--- config.mk ---
export PLATFORM = sky130hd
export DESIGN_NAME = pwm_multichannel_gen
export DESIGN_NICKNAME = d
export VERILOG_FILES = /design/src/rtl/pwm_multichannel_gen_pkg.sv /design/src/rtl/pwm_multichannel_gen_time_base.sv /design/src/rtl/pwm_multichannel_gen.sv
export SDC_FILE = /design/constraint.sdc
export NUM_CORES = 1
export LEC_CHECK = 0
export CAP_MARGIN = 0
export CORE_MARGIN = 2
export CORE_UTILIZATION = 60
export CTS_CLUSTER_DIAMETER = 40
export DETAILED_ROUTE_END_ITERATION = 10
export MAX_ROUTING_LAYER = met4
export PLACE_DENSITY = 0.84
export SYNTH_ARGS = -nofsm -noshare
export SYNTH_HDL_FRONTEND = slang
export SYNTH_SLANG_ARGS = --single-unit
--- constraint.sdc ---
create_clock -name clk -period 2.9 [get_ports clk]
set_clock_uncertainty 0.1 [all_clocks]
set_input_delay 0.29 -clock clk [delete_from_list [all_inputs] [get_ports clk]]
set_output_delay 0.29 -clock clk [all_outputs]
set_load 0.05 [all_outputs]
--- src/rtl/pwm_multichannel_gen_pkg.sv ---
// Shared helpers for the multi-channel PWM generator: prescale derivation, write-index width,
// and the counting-mode type used when PWM_CENTER_ALIGN_EN is defined.
package pwm_multichannel_gen_pkg;

  typedef enum logic {ModeEdge, ModeCenter} pwm_mode_e;

  // Clocks per counter tick; never below one so the counter always advances.
  function automatic int unsigned calc_res(input longint unsigned sys_freq,
                                           input longint unsigned pwm_freq,
                                           input int unsigned     bit_width);
    longint unsigned div;
    div = sys_freq / (pwm_freq * (64'd1 << bit_width));
    return (div == 64'd0) ? 32'd1 : 32'(div);
  endfunction

  function automatic int unsigned ch_idx_width(input int unsigned num_ch);
    return (num_ch > 1) ? $clog2(num_ch) : 1;
  endfunction

endpackage

--- src/rtl/pwm_multichannel_gen_time_base.sv ---
// Shared time base: prescaler, period counter and commit strobe. With PWM_CENTER_ALIGN_EN
// defined it also holds the direction flop and the per-period counting mode.
module pwm_multichannel_gen_time_base
  import pwm_multichannel_gen_pkg::*;
#(
  parameter int unsigned BIT_WIDTH = 8,
  parameter int unsigned RES       = 1
) (
  input  logic                 clk,
  input  logic                 reset,
  input  logic                 en,
`ifdef PWM_CENTER_ALIGN_EN
  input  logic                 center_mode,
`endif
  output logic [BIT_WIDTH-1:0] cnt,
  output logic                 run,
  output logic                 commit
);

  localparam int unsigned PrescW = (RES > 1) ? $clog2(RES) : 1;
  localparam logic [BIT_WIDTH-1:0] CntMax = '1;

  logic [PrescW-1:0]    presc_q;
  logic [BIT_WIDTH-1:0] cnt_q, cnt_d;
  logic                 run_q;
  logic                 tick;
  logic                 wrap;

  assign tick = (presc_q == PrescW'(RES - 1));

`ifdef PWM_CENTER_ALIGN_EN
  pwm_mode_e mode_q;
  logic      down_q, down_d;

  // Centre mode holds MAX and 0 for one extra tick each so the period is 2**(BIT_WIDTH+1).
  always_comb begin
    cnt_d  = cnt_q + 1'b1;
    down_d = down_q;
    wrap   = 1'b0;
    if (mode_q == ModeEdge) begin
      wrap = (cnt_q == CntMax);
    end else if (!down_q) begin
      if (cnt_q == CntMax) begin
        cnt_d  = cnt_q;
        down_d = 1'b1;
      end
    end else if (cnt_q == '0) begin
      cnt_d  = cnt_q;
      down_d = 1'b0;
      wrap   = 1'b1;
    end else begin
      cnt_d = cnt_q - 1'b1;
    end
  end
`else
  assign cnt_d = cnt_q + 1'b1;
  assign wrap  = (cnt_q == CntMax);
`endif

  // First enabled clock after idle forces a commit so new duties apply from count 0.
  assign commit = en && (!run_q || (tick && wrap));

  always_ff @(posedge clk) begin
    if (!reset || !en) begin
      presc_q <= '0;
      cnt_q   <= '0;
      run_q   <= 1'b0;
`ifdef PWM_CENTER_ALIGN_EN
      down_q  <= 1'b0;
      if (!reset) mode_q <= ModeEdge;
`endif
    end else begin
      run_q <= 1'b1;
      if (!run_q) begin
        presc_q <= '0;
        cnt_q   <= '0;
      end else if (tick) begin
        presc_q <= '0;
        cnt_q   <= cnt_d;
      end else begin
        presc_q <= presc_q + 1'b1;
      end
`ifdef PWM_CENTER_ALIGN_EN
      if (run_q && tick) down_q <= down_d;
      if (commit) mode_q <= center_mode ? ModeCenter : ModeEdge;
`endif
    end
  end

  assign cnt = cnt_q;
  assign run = run_q;

endmodule

--- src/rtl/pwm_multichannel_gen.sv ---
// Multi-channel PWM generator with shadowed duty registers committed at period boundaries.
// Define PWM_CENTER_ALIGN_EN to add the center_mode port and centre-aligned counting.
module pwm_multichannel_gen
  import pwm_multichannel_gen_pkg::*;
#(
  parameter int unsigned BIT_WIDTH = 8,
  parameter int unsigned NUM_CH    = 4,
  parameter int unsigned PWM_FREQ  = 100,
  parameter int unsigned SYS_FREQ  = 50000000
) (
  input  logic                              clk,
  input  logic                              reset,
  input  logic                              en,
  input  logic                              wr_en,
  input  logic [ch_idx_width(NUM_CH)-1:0]   wr_ch,
  input  logic [BIT_WIDTH:0]                wr_duty,
`ifdef PWM_CENTER_ALIGN_EN
  input  logic                              center_mode,
`endif
  output logic [NUM_CH-1:0]                 pwm_out,
  output logic                              period_start
);

  localparam int unsigned Res = calc_res(SYS_FREQ, PWM_FREQ, BIT_WIDTH);
  localparam int unsigned ChW = ch_idx_width(NUM_CH);

  logic [BIT_WIDTH-1:0] cnt;
  logic                 run;
  logic                 commit;
  logic                 wr_valid;

  pwm_multichannel_gen_time_base #(
    .BIT_WIDTH(BIT_WIDTH),
    .RES      (Res)
  ) u_time_base (
    .clk        (clk),
    .reset      (reset),
    .en         (en),
`ifdef PWM_CENTER_ALIGN_EN
    .center_mode(center_mode),
`endif
    .cnt        (cnt),
    .run        (run),
    .commit     (commit)
  );

  assign wr_valid = wr_en && (32'(wr_ch) < NUM_CH);

  for (genvar i = 0; i < NUM_CH; i++) begin : g_ch
    logic [BIT_WIDTH:0] shadow_q, shadow_d;
    logic [BIT_WIDTH:0] active_q;
    logic               out_q;

    // A write landing in the commit cycle is committed directly.
    assign shadow_d = (wr_valid && (wr_ch == ChW'(i))) ? wr_duty : shadow_q;

    always_ff @(posedge clk) begin
      if (!reset) begin
        shadow_q <= '0;
        active_q <= '0;
        out_q    <= 1'b0;
      end else begin
        shadow_q <= shadow_d;
        if (commit) active_q <= shadow_d;
        out_q <= en && run && ({1'b0, cnt} < active_q);
      end
    end

    assign pwm_out[i] = out_q;
  end

  always_ff @(posedge clk) begin
    if (!reset) begin
      period_start <= 1'b0;
    end else begin
      period_start <= commit;
    end
  end

endmodule

## After elaboration in Yosys (flattened, before gate mapping)

Index checks and enable logic that the tools add are counted.

- Add/sub/neg operators: 2
- Multiply operators: 0
- Div/mod/pow operators: 0
- Order comparisons: 4
- Equality and inequality tests: 5
- Shifts and indexed selects: 0
- Multiplexer cells: 5
- Bitwise operators: 1
- Reduce and logical (&&, ||, !) cells: 19

Operators by type and width:

| operator | number |
|---|---|
| 8-bit by 9-bit < comparator with 1-bit output | 4 |
| 9-bit two-way mux | 4 |
| 11-bit by 1-bit adder with 11-bit output (second input constant) | 1 |
| 11-bit == test (second input constant) | 1 |
| 1-bit logical AND | 11 |
| 8-bit by 1-bit adder with 8-bit output (second input constant) | 1 |
| 8-bit == test (second input constant) | 1 |
| 2-bit == test (second input constant) | 2 |
| 1-bit logical NOT | 3 |
| 3-bit OR reduction | 1 |
| 2-bit by 1-bit == test with 1-bit output (second input constant) | 1 |
| 2-bit logical NOT | 1 |
| 1-bit logical OR | 2 |
| 2-bit OR reduction | 1 |
| 1-bit two-way mux | 1 |
| 1-bit NOT | 1 |

- Flip-flop bits (word level): 97
- Bits in latches: 0
- Memory bits (writable): 0
- ROM bits: 0
- Input bits: 15
- Logic and storage cells: 52
- Memories kept: 0

## Longest topological paths before layout

Gate-level depths: netlist of run 1.

- Depth in word-level cells: 4
- Depth in mapped cells: 8
- Gate-level depth less buffers: 6

## By module

From an unflattened synthesis of run 1, not the netlist that was laid out.

- Cells, all modules: 457
- Area total of the unflattened synthesis: 4287.9 sq um

By module, submodules not included:

| module | times used | cells each | area each (sq um) | sequential area each (sq um) |
|---|---|---|---|---|
| pwm_multichannel_gen | 1 | 358 | 3398.3 | 1541.5 |
| pwm_multichannel_gen_time_base | 1 | 99 | 889.6 | 400.4 |

## Worst setup path after synthesis of run 1

No wires, ideal clock.

- Path kind: reg-to-reg
- From: reg u_time_base.presc_q[0]
- To: reg g_ch[0].active_q[0]
- Setup time: 121 ps
- Arrival time: 1911 ps
- Data required time: 2679 ps
- Setup slack: 768 ps
- Stages on the path, launching flop included: 9
- Path buffers: 2
- Cells stage by stage: dfxtp_1 > inv_1 > ha_1 > and4bb_4 > nand3_4 > o41a_1 > buf_6 > buf_12 > mux2_4

- Cells in the longest elaborated chain, start to end: 4

RTL lines:

| element | RTL line | text |
|---|---|---|
| from (decl) | pwm_multichannel_gen_time_base.sv:23 | `logic [PrescW-1:0] presc_q;` |
| from (signal assigned) | pwm_multichannel_gen_time_base.sv:81 | `presc_q <= presc_q + 1'b1;` |
| 11-bit == test | pwm_multichannel_gen_time_base.sv:29 | `assign tick = (presc_q == PrescW'(RES - 1));` |
| 1-bit logical AND | pwm_multichannel_gen_time_base.sv:61 | `assign commit = en && (!run_q \|\| (tick && wrap));` |
| 1-bit logical OR | pwm_multichannel_gen_time_base.sv:61 |  |
| 1-bit logical AND | pwm_multichannel_gen_time_base.sv:61 |  |
| to (signal assigned) | pwm_multichannel_gen.sv:64 | `if (commit) active_q <= shadow_d;` |
| to (decl) | pwm_multichannel_gen.sv:51 | `logic [BIT_WIDTH:0] active_q;` |

Every way passes these cells.
A chain may end at the register's enable or synchronous reset.

## Final worst setup path of run 1

- From: reg u_time_base.presc_q[0]
- To: reg g_ch[2].active_q[7]

- Cells in the longest elaborated chain, start to end: 4

RTL lines:

| element | RTL line |
|---|---|
| 11-bit == test | pwm_multichannel_gen_time_base.sv:29 |
| 1-bit logical AND | pwm_multichannel_gen_time_base.sv:61 |
| 1-bit logical OR | pwm_multichannel_gen_time_base.sv:61 |
| 1-bit logical AND | pwm_multichannel_gen_time_base.sv:61 |
| to (signal assigned) | pwm_multichannel_gen.sv:64 |
| to (decl) | pwm_multichannel_gen.sv:51 |

Every way passes these cells.

==> out/results.txt, run 1 <==
The flow ran to the end, and the final reports show no timing, DRC or antenna violations. The number of antenna violations at the first check in global routing is 0. After clock tree synthesis, the clock-pin slew on the worst setup and hold paths is 90 ps. The setup slack after placement was 614.2 ps.

The post-synthesis net count was 491; the ratio of final minimum period to clock period was 80.93%. STA classifies the critical path startpoint as a register. The mapped cell area was 4693 um^2; the instance count of the mapped netlist was 445.

The mean routed wirelength per cell is 15.71 um. In this run, flip-flops and latches consume 53.6% of the power. The maximum buffer depth of the clock tree is 2, and the fraction of power spent switching nets is 23.02%.

Among all flip-flop cells after synthesis, the most frequent one is sky130_fd_sc_hd__dfxtp_1. The fmax is 426.1 MHz, and the layout cell share with drive strength beyond 1 is 13.76%. The average instance in the mapped netlist occupies 10.55 um^2.

Relative to the synthesized area, the layout overhead comes to 9.544%. In this run the tool buffered the top-level ports with 19 buffer cells. In this run the remaining antenna-violating nets after routing total 0.

The die is 92.44 um wide. The initialized floorplan defines 32 standard-cell rows. The logs give 101 for the iteration-0 DRC count of the detailed router and 591.1 uW for the net load switching power. The final hold violation count is 0, and the data arrival time of the critical path is 2510 ps.

Synthesis instantiated 37 different standard cells from the library. The top-level port count was 20; the count of flip-flops with a built-in enable after synthesis was 0. The signal on the critical path passes through inv_1 > ha_1 > and4bb_4 > nand3_4 > o41a_2 > buf_4 > mux2_4. The die covers 8545 um^2. The tightest min-delay check is of the register to register type.

For the share of power burned in combinational logic, the log shows 8.0%. The cell area power density is 499.6 nW/um^2. For this design, the sink count on the clock tree is 97.

Final setup slack of the worst path: 553.1 ps. In this run the number of H-tree levels came out at 3. The net total in the final layout was 506. Once layout is complete, the utilization of the core stands at 67.23%. TritonCTS built the clock tree. For the pin with the worst max-slew slack, the measured transition is 547.0 ps.

The number of buffers and inverters on the critical path is 2. The instance area at placement is 4915 um^2, and the number of register bits inferred by synthesis is 97. The worst setup path is of the register to register kind. In the global route stage, overall resource usage came out at 23.13%. Routed via count divided by cell count: 5.384. The max-cap violation count is 0.

The initial utilization of the core area, before any placement, comes to 61.37%. The placed wire-length estimate after detailed placement is 6217 um. Setup repair after global routing left no endpoint under its margin.

The clock period could shrink to 2347 ps. The kind of cell with the highest combined delay along the critical path is compound AO/OA/AOI/OAI gates. After layout, the design draws a total of 2568 uW. Before antenna repair, the detailed router went through 4 iterations. The setup-violating endpoint count in the final report was 0; the pin count of the biggest net entering global routing was 74. Routability-driven placement finished with a final weighted congestion of 0.8494. In this run, post-CTS repair resized a total of 0 instances.

Clock tree synthesis inserted a total of 9 buffers. The run gives 38.4% as the clock network fraction of design power. The setup TNS after final layout is 0 ps.

In this run the post-CTS setup repair buffer count came out at 0. The die boundary height is 92.44 um. The post-synthesis async set-or-reset flop share came out at 0%. The maximum net fanout on the critical path is 20. The logs give 0 for the antenna diode count and 3060 ps for the critical path required time. The total congestion overflow is 0, and the worst relative slew slack is 63.53%. Summing the sequential cell areas from Yosys gives 41.38% of the chip area. The finished cells cover 5141 um^2. Detailed routing inserted a total of 3053 vias. Cell-internal power: 1977 uW. The slowest stage of the critical path is the sky130_fd_sc_hd__o41a_2 cell. After detailed routing, the number of remaining DRC violations is 0. The quantity of hold-fixing buffers added after cts was 0; the highest ir drop seen on vdd was 336.7 uV. The buffer cell driving the clock tree root was sky130_fd_sc_hd__clkbuf_8. The maximum single-stage delay on the critical path was 510 ps; the clock insertion delay at the later pin of the skew report was 370 ps.

The first global-routing pass estimated 15070 um of wire. The core region is 7647 um^2. Wires add up to 8907 um.

For this run, the number of Yosys warnings is 0. The logs give 0 for the final-report max-slew violation count and 3148 for the number of global-route vias before repair. The worst setup path is captured at a register.

The leakage power is 0.002169 uW.
cells in the mapped netlist (2+ instances only):
| cell | count | area (um^2) |
|---|---|---|
| sky130_fd_sc_hd__clkbuf_1 | 12 | 45.04 |
| sky130_fd_sc_hd__and2_1 | 38 | 237.7 |
| sky130_fd_sc_hd__nand2b_1 | 5 | 31.28 |
| sky130_fd_sc_hd__and4_1 | 6 | 52.55 |
| sky130_fd_sc_hd__nand4_1 | 6 | 37.54 |
| sky130_fd_sc_hd__o221ai_1 | 4 | 35.03 |
| sky130_fd_sc_hd__mux2_2 | 6 | 67.56 |
| sky130_fd_sc_hd__inv_1 | 35 | 131.4 |
| sky130_fd_sc_hd__a211oi_1 | 4 | 30.03 |
| sky130_fd_sc_hd__a31oi_1 | 4 | 25.02 |
| sky130_fd_sc_hd__o21ai_0 | 7 | 35.03 |
| sky130_fd_sc_hd__nor2b_1 | 36 | 225.2 |
| sky130_fd_sc_hd__buf_4 | 4 | 30.03 |
| sky130_fd_sc_hd__a21o_1 | 4 | 30.03 |
| sky130_fd_sc_hd__and3_1 | 7 | 43.79 |
| sky130_fd_sc_hd__dfxtp_1 | 97 | 1942 |
| sky130_fd_sc_hd__buf_12 | 3 | 60.06 |
| sky130_fd_sc_hd__nand3_1 | 6 | 30.03 |
| sky130_fd_sc_hd__nand2_1 | 10 | 37.54 |
| sky130_fd_sc_hd__nor2_1 | 15 | 56.30 |
| sky130_fd_sc_hd__nand3b_1 | 2 | 15.01 |
| sky130_fd_sc_hd__ha_1 | 31 | 387.9 |
| sky130_fd_sc_hd__xor2_1 | 12 | 105.1 |
| sky130_fd_sc_hd__mux2_4 | 30 | 450.4 |
| sky130_fd_sc_hd__or3_1 | 3 | 18.77 |
| sky130_fd_sc_hd__mux2i_1 | 37 | 370.4 |
| sky130_fd_sc_hd__a21oi_1 | 11 | 55.05 |
layout make-up:
| cell class | count | area [um^2] |
|---|---|---|
| flip-flops and latches | 97 | 1942 |
| clock buffers | 10 | 137.6 |
| multi-input cells | 291 | 2471 |
| clock inverters | 6 | 88.84 |
| repair buffers | 26 | 242.7 |
| inverters | 35 | 131.4 |
| well taps | 102 | 127.6 |
| fillers | 572 | 2506 |
kinds of logic (layout without fill, tap and decap cells):
logic type	Yosys count	count (layout)	synth area share, %
simple gates	138	138	18.02
flops	97	97	41.38
mux	73	73	18.93
buf+inv	57	77	6.105
compound gates	36	36	4.878
fa+ha+maj	31	31	8.264
xor+xnor	13	13	2.426
state kept, by name, summed over array words and instances, names as in the netlist:
register	count
u_time_base.run	1
period_start	1
u_time_base.cnt	8
g_ch.out_q	4
g_ch.active_q	36
g_ch.shadow_q	36
u_time_base.presc_q	11
worst paths after layout:
path | from | to | slack, ps | cells after the start
worst max-delay path | u_time_base.presc_q[0] | g_ch[2].active_q[7] | 550 | 7
worst min-delay path | g_ch[2].active_q[8] | g_ch[2].out_q | 390 | 2
worst max register to register | u_time_base.presc_q[0] | g_ch[2].active_q[7] | 550 | 7
worst min register to register | g_ch[2].active_q[8] | g_ch[2].out_q | 390 | 2
power groups by stage:
| stage | logic [uW] | registers, uW | clock network [uW] |
|---|---|---|---|
| floorplan | 152 | 1410 | 0 |
| global placement | 198 | 1410 | 0 |
| detailed placement | 206 | 1410 | 0 |
| CTS | 207 | 1380 | 1000 |
| global route | 224 | 1380 | 1060 |
| finish | 206 | 1380 | 986 |
stage by stage:
stage / hold WS, ps / instances
6_report: 393.4 / 567
5_1_grt: 428.4 / 567
4_1_cts: 396.2 / 567
3_5_place_dp: 382.1 / 551
3_3_place_gp: 371.0 / 551
2_1_floorplan: 345.7 / 445
layout by cell type (no fill, tap or decap), types with 12 or more instances in the layout:
master                            instances
sky130_fd_sc_hd__ha_1                    31
sky130_fd_sc_hd__and2_1                  38
sky130_fd_sc_hd__dfxtp_1                 97
sky130_fd_sc_hd__mux2i_1                 37
sky130_fd_sc_hd__inv_1                   35
sky130_fd_sc_hd__clkdlybuf4s50_1         19
sky130_fd_sc_hd__xor2_1                  12
sky130_fd_sc_hd__mux2_4                  30
sky130_fd_sc_hd__nor2_1                  15
sky130_fd_sc_hd__nor2b_1                 36
routing by layer:
layer	routed length (um)	vias to the layer above	GRT usage [%]
met2	4329	48	38.63
met1	4113	1460	27.81
met3	313	13	5.289
li1	-	1532	-
met4	151	0	7.463
met5	0	-	-
worst min-delay path: stages (launching register included):
cell and delay, ps:
sky130_fd_sc_hd__dfxtp_1 320, sky130_fd_sc_hd__inv_1 70, sky130_fd_sc_hd__a31oi_1 70
Note: power is estimated with default switching activity, not from simulation.
==> inputs of run 2 (changes only) <==
--- a/config.mk
+++ b/config.mk
@@ -7,11 +7,11 @@
 export LEC_CHECK = 0
 export CAP_MARGIN = 0
 export CORE_MARGIN = 2
-export CORE_UTILIZATION = 60
+export CORE_UTILIZATION = 55
 export CTS_CLUSTER_DIAMETER = 40
 export DETAILED_ROUTE_END_ITERATION = 10
 export MAX_ROUTING_LAYER = met4
-export PLACE_DENSITY = 0.84
+export PLACE_DENSITY = 0.81
 export SYNTH_ARGS = -nofsm -noshare
 export SYNTH_HDL_FRONTEND = slang
 export SYNTH_SLANG_ARGS = --single-unit
==> constraint.sdc (replaced) <==
create_clock -name clk -period 2.1 [get_ports clk]
set_clock_uncertainty 0.1 [all_clocks]
set_input_delay 0.21 -clock clk [delete_from_list [all_inputs] [get_ports clk]]
set_output_delay 0.21 -clock clk [all_outputs]
set_load 0.05 [all_outputs]
==> run 2 against run 1 <==
Hold slack lost 7.7 ps; global-route usage decreased by 1.3 points; clock-buffer cell count is 1 lower; first-iteration DRC count is 22% lower; cell count rose by 3.4%; design area grew 3.3%.
==> out/results.txt, run 2 (same netlist as run 1, synthesis figures left out) <==
The run finished with clean final reports. Setup repair after global routing could not meet its margin everywhere. Transition time of the tightest slew-check pin: 501.4 ps (was 547.0 ps). Wire length of the first global-routing pass: 15130 um (was 15070 um).

The tools report the floorplan die area as 9288 um^2 (was 8545 um^2). Pin count of the biggest net entering global routing: 74 (unchanged). The classification of the worst-slack hold path was register to register (unchanged). The logs give 0 (unchanged) for the number of nets with antenna violations after detailed routing and 0 (unchanged) for the final routed DRC violation total. The initial core utilization was 56.83% (was 61.37%). The tools report the clock insertion delay at the later pin of the skew report as 360 ps (was 370 ps). The tools report the worst relative slew slack as 66.47% (was 63.53%). Critical path endpoint category: a register (unchanged). Leading registers by flop count: g_ch.active_q (36), g_ch.shadow_q (36), u_time_base.presc_q (11) (unchanged). The run gives 97 (unchanged) as the clock sink count. The final hold violation count is 0 (unchanged), and the iteration-0 DRC count of the detailed router is 79 (was 101). The tools report the max-cap violation count as 0 (unchanged). The total number of vias was 3142 (was 3053). The net total in the final layout was 522 (was 506). Kind of launch point of the worst setup path: a register (unchanged).

For the overall routed net length, the log shows 9263 um (was 8907 um). The global router's overall resource usage is 21.81% (was 23.13%), and the logic depth of the worst register-to-register path is 7 (unchanged). The overall die width is 96.38 um (was 92.44 um), and the number of setup buffers added after CTS is 0 (unchanged). The buffer cell driving the clock tree root is sky130_fd_sc_hd__clkbuf_8 (unchanged). The mean routed wirelength per cell is 15.81 um (was 15.71 um), and the synthesis-to-finish area growth is 13.14% (was 9.544%).

The category of the critical setup timing path is register to register (unchanged). The run gives 2260 ps (was 3060 ps) as the critical path required time. The clock transition at the register clock pins on the worst setup and hold paths after CTS works out to 100 ps (was 90 ps). The sequential group share of total power was 57.1% (was 53.6%). The data arrival time of the critical path came out at 2240 ps (was 2510 ps). The maximum buffer depth of the clock tree was 2 (unchanged); the maximum net fanout on the critical path was 11 (was 20). For the area inside the core boundary, the log shows 8258 um^2 (was 7647 um^2). The number of global-route vias before repair was 3245 (was 3148).

The layout cell share with drive strength beyond 1 came out at 17.67% (was 13.76%). Fmax: 480.0 MHz (was 426.1 MHz). The total congestion overflow came out at 0 (unchanged). The ratio of final minimum period to clock period came out at 99.20% (was 80.93%). The clock network fraction of design power is 33.5% (was 38.4%), and the cell-internal power is 2486 uW (was 1977 uW).

The top-level port count came out at 20 (unchanged). The most common cell after layout, fill and taps aside is sky130_fd_sc_hd__dfxtp_1 (unchanged). The clock period minus final worst setup slack came out at 2083 ps (was 2347 ps). The number of CTS-inserted buffers was 9 (unchanged). The die boundary height was 96.38 um (was 92.44 um). The final setup slack of the worst path was 16.81 ps (was 553.1 ps).

The logs give 9.4% (was 8.0%) for the share of power burned in combinational logic and 0.002268 uW (was 0.002169 uW) for the leakage power. The net load switching power was 842.1 uW (was 591.1 uW). Reg-to-reg setup timing slack: 20 ps (was 550 ps). The setup-violating endpoint count in the final report is 0 (unchanged).

The weighted congestion reported at the end of routability-driven placement came out at 0.8542 (was 0.8494). For the first-pass iteration count of the detailed router, the log shows 4 (unchanged). The logs give -1.376 ps (was 614.2 ps) for the setup slack after placement and 385.6 ps (was 393.4 ps) for the hold slack. For the deepest level of the CTS H-tree, the log shows 3 (unchanged). The routed via count divided by cell count was 5.362 (was 5.384); the depth of the worst hold-timing path was 2 (unchanged). Highest-count cells in the layout ignoring fill and taps: sky130_fd_sc_hd__dfxtp_1 (95), sky130_fd_sc_hd__and2_1 (38), sky130_fd_sc_hd__mux2i_1 (37), sky130_fd_sc_hd__nor2b_1 (36), sky130_fd_sc_hd__inv_1 (33) (was sky130_fd_sc_hd__dfxtp_1 (97), sky130_fd_sc_hd__and2_1 (38), sky130_fd_sc_hd__mux2i_1 (37), sky130_fd_sc_hd__nor2b_1 (36), sky130_fd_sc_hd__inv_1 (35)).

The launch point of the worst reg-to-reg path is u_time_base.presc_q[0] (unchanged). TritonCTS built the clock tree. For the quantity of hold-fixing buffers added after cts, the log shows 0 (unchanged).

The placed wire-length estimate after detailed placement was 6519 um (was 6217 um); the cell area power density was 626.7 nW/um^2 (was 499.6 nW/um^2). The terminating pin of the worst hold path was g_ch[2].out_q (unchanged). The end of the worst register-to-register path was g_ch[0].active_q[6] (was g_ch[2].active_q[7]). The fraction of power spent switching nets works out to 25.30% (was 23.02%). The count of buffers from port buffering works out to 19 (unchanged). The run gives 0 (unchanged) as the antenna diode count. The tools report the startpoint of the tightest hold check path as g_ch[2].active_q[8] (unchanged). The tools report the cell row count as 33 (was 32). The run gives 0 (unchanged) as the final-report max-slew violation count. The run gives 0 (unchanged) as the number of antenna violations at the first check in global routing. For the highest ir drop seen on vdd, the log shows 458.6 uV (was 336.7 uV).
## run 2: worst max-delay path, stage by stage (launching register included)
cell                        delay [ps]
sky130_fd_sc_hd__dfxtp_4           360
sky130_fd_sc_hd__inv_2              60
sky130_fd_sc_hd__ha_4              110
sky130_fd_sc_hd__and4bb_4          250
sky130_fd_sc_hd__nand3_4            70
sky130_fd_sc_hd__o41a_4            520
sky130_fd_sc_hd__clkbuf_16         200
sky130_fd_sc_hd__mux2_4            290
## run 2: worst max-delay path by stage
stage                                 from  slack (ps)  depth (start not counted)                  end
global placement    u_time_base.presc_q[0]          40                          7  g_ch[1].active_q[2]
CTS                 u_time_base.presc_q[0]          10                          7  g_ch[3].active_q[6]
floorplan           u_time_base.presc_q[0]         -10                          8  g_ch[0].active_q[0]
detailed placement  u_time_base.presc_q[0]          -1                          7  g_ch[3].active_q[6]
global route        u_time_base.presc_q[0]         -20                          7  g_ch[1].active_q[8]
finish              u_time_base.presc_q[0]          20                          7  g_ch[0].active_q[6]
## run 2: power groups by stage
stage               Sequential [uW]  Clock, uW  Combinational (uW)
floorplan                      1940          0                 210
global placement               1940          0                 289
detailed placement             1940          0                 300
CTS                            1900       1140                 304
global route                   1910       1200                 335
finish                         1900       1120                 312
## run 2: repair_timing
item,4_1_cts,5_1_grt
pin swaps,0,1
gates resized for setup,1,0
gates cloned,0,1
setup endpoints to repair,19,31
## run 2: per-layer routing
metal	wire length [um]	track usage, %	vias to the layer above
met2	4587	36.63	33
met4	167	7.629	0
li1	-	-	1562
met5	0	-	-
met3	214	4.189	15
met1	4294	26.28	1532
## run 2: cell type report
type                    count  area [um^2]
inverters                  35        131.4
repair buffers             42        430.4
flip-flops and latches     97         1947
well taps                 105        131.4
fillers                   635         2948
clock inverters             7        53.80
clock buffers               9        123.9
multi-input cells         291         2492
## run 2: metrics by stage
| step | cells | TNS (ps) | instance area, um^2 | power [uW] | utilization, % |
|---|---|---|---|---|---|
| finish | 586 | 0 | 5310 | 3328 | 64.30 |
| global route | 586 | -105.8 | 5310 | 3443 | 64.30 |
| CTS | 585 | 0 | 5285 | 3342 | 64.00 |
| detailed placement | 569 | -1.376 | 5099 | 2242 | 61.74 |
| global placement | 569 | 0 | 5099 | 2229 | 61.74 |
| floorplan | 445 | -359.3 | 4711 | 2151 | - |
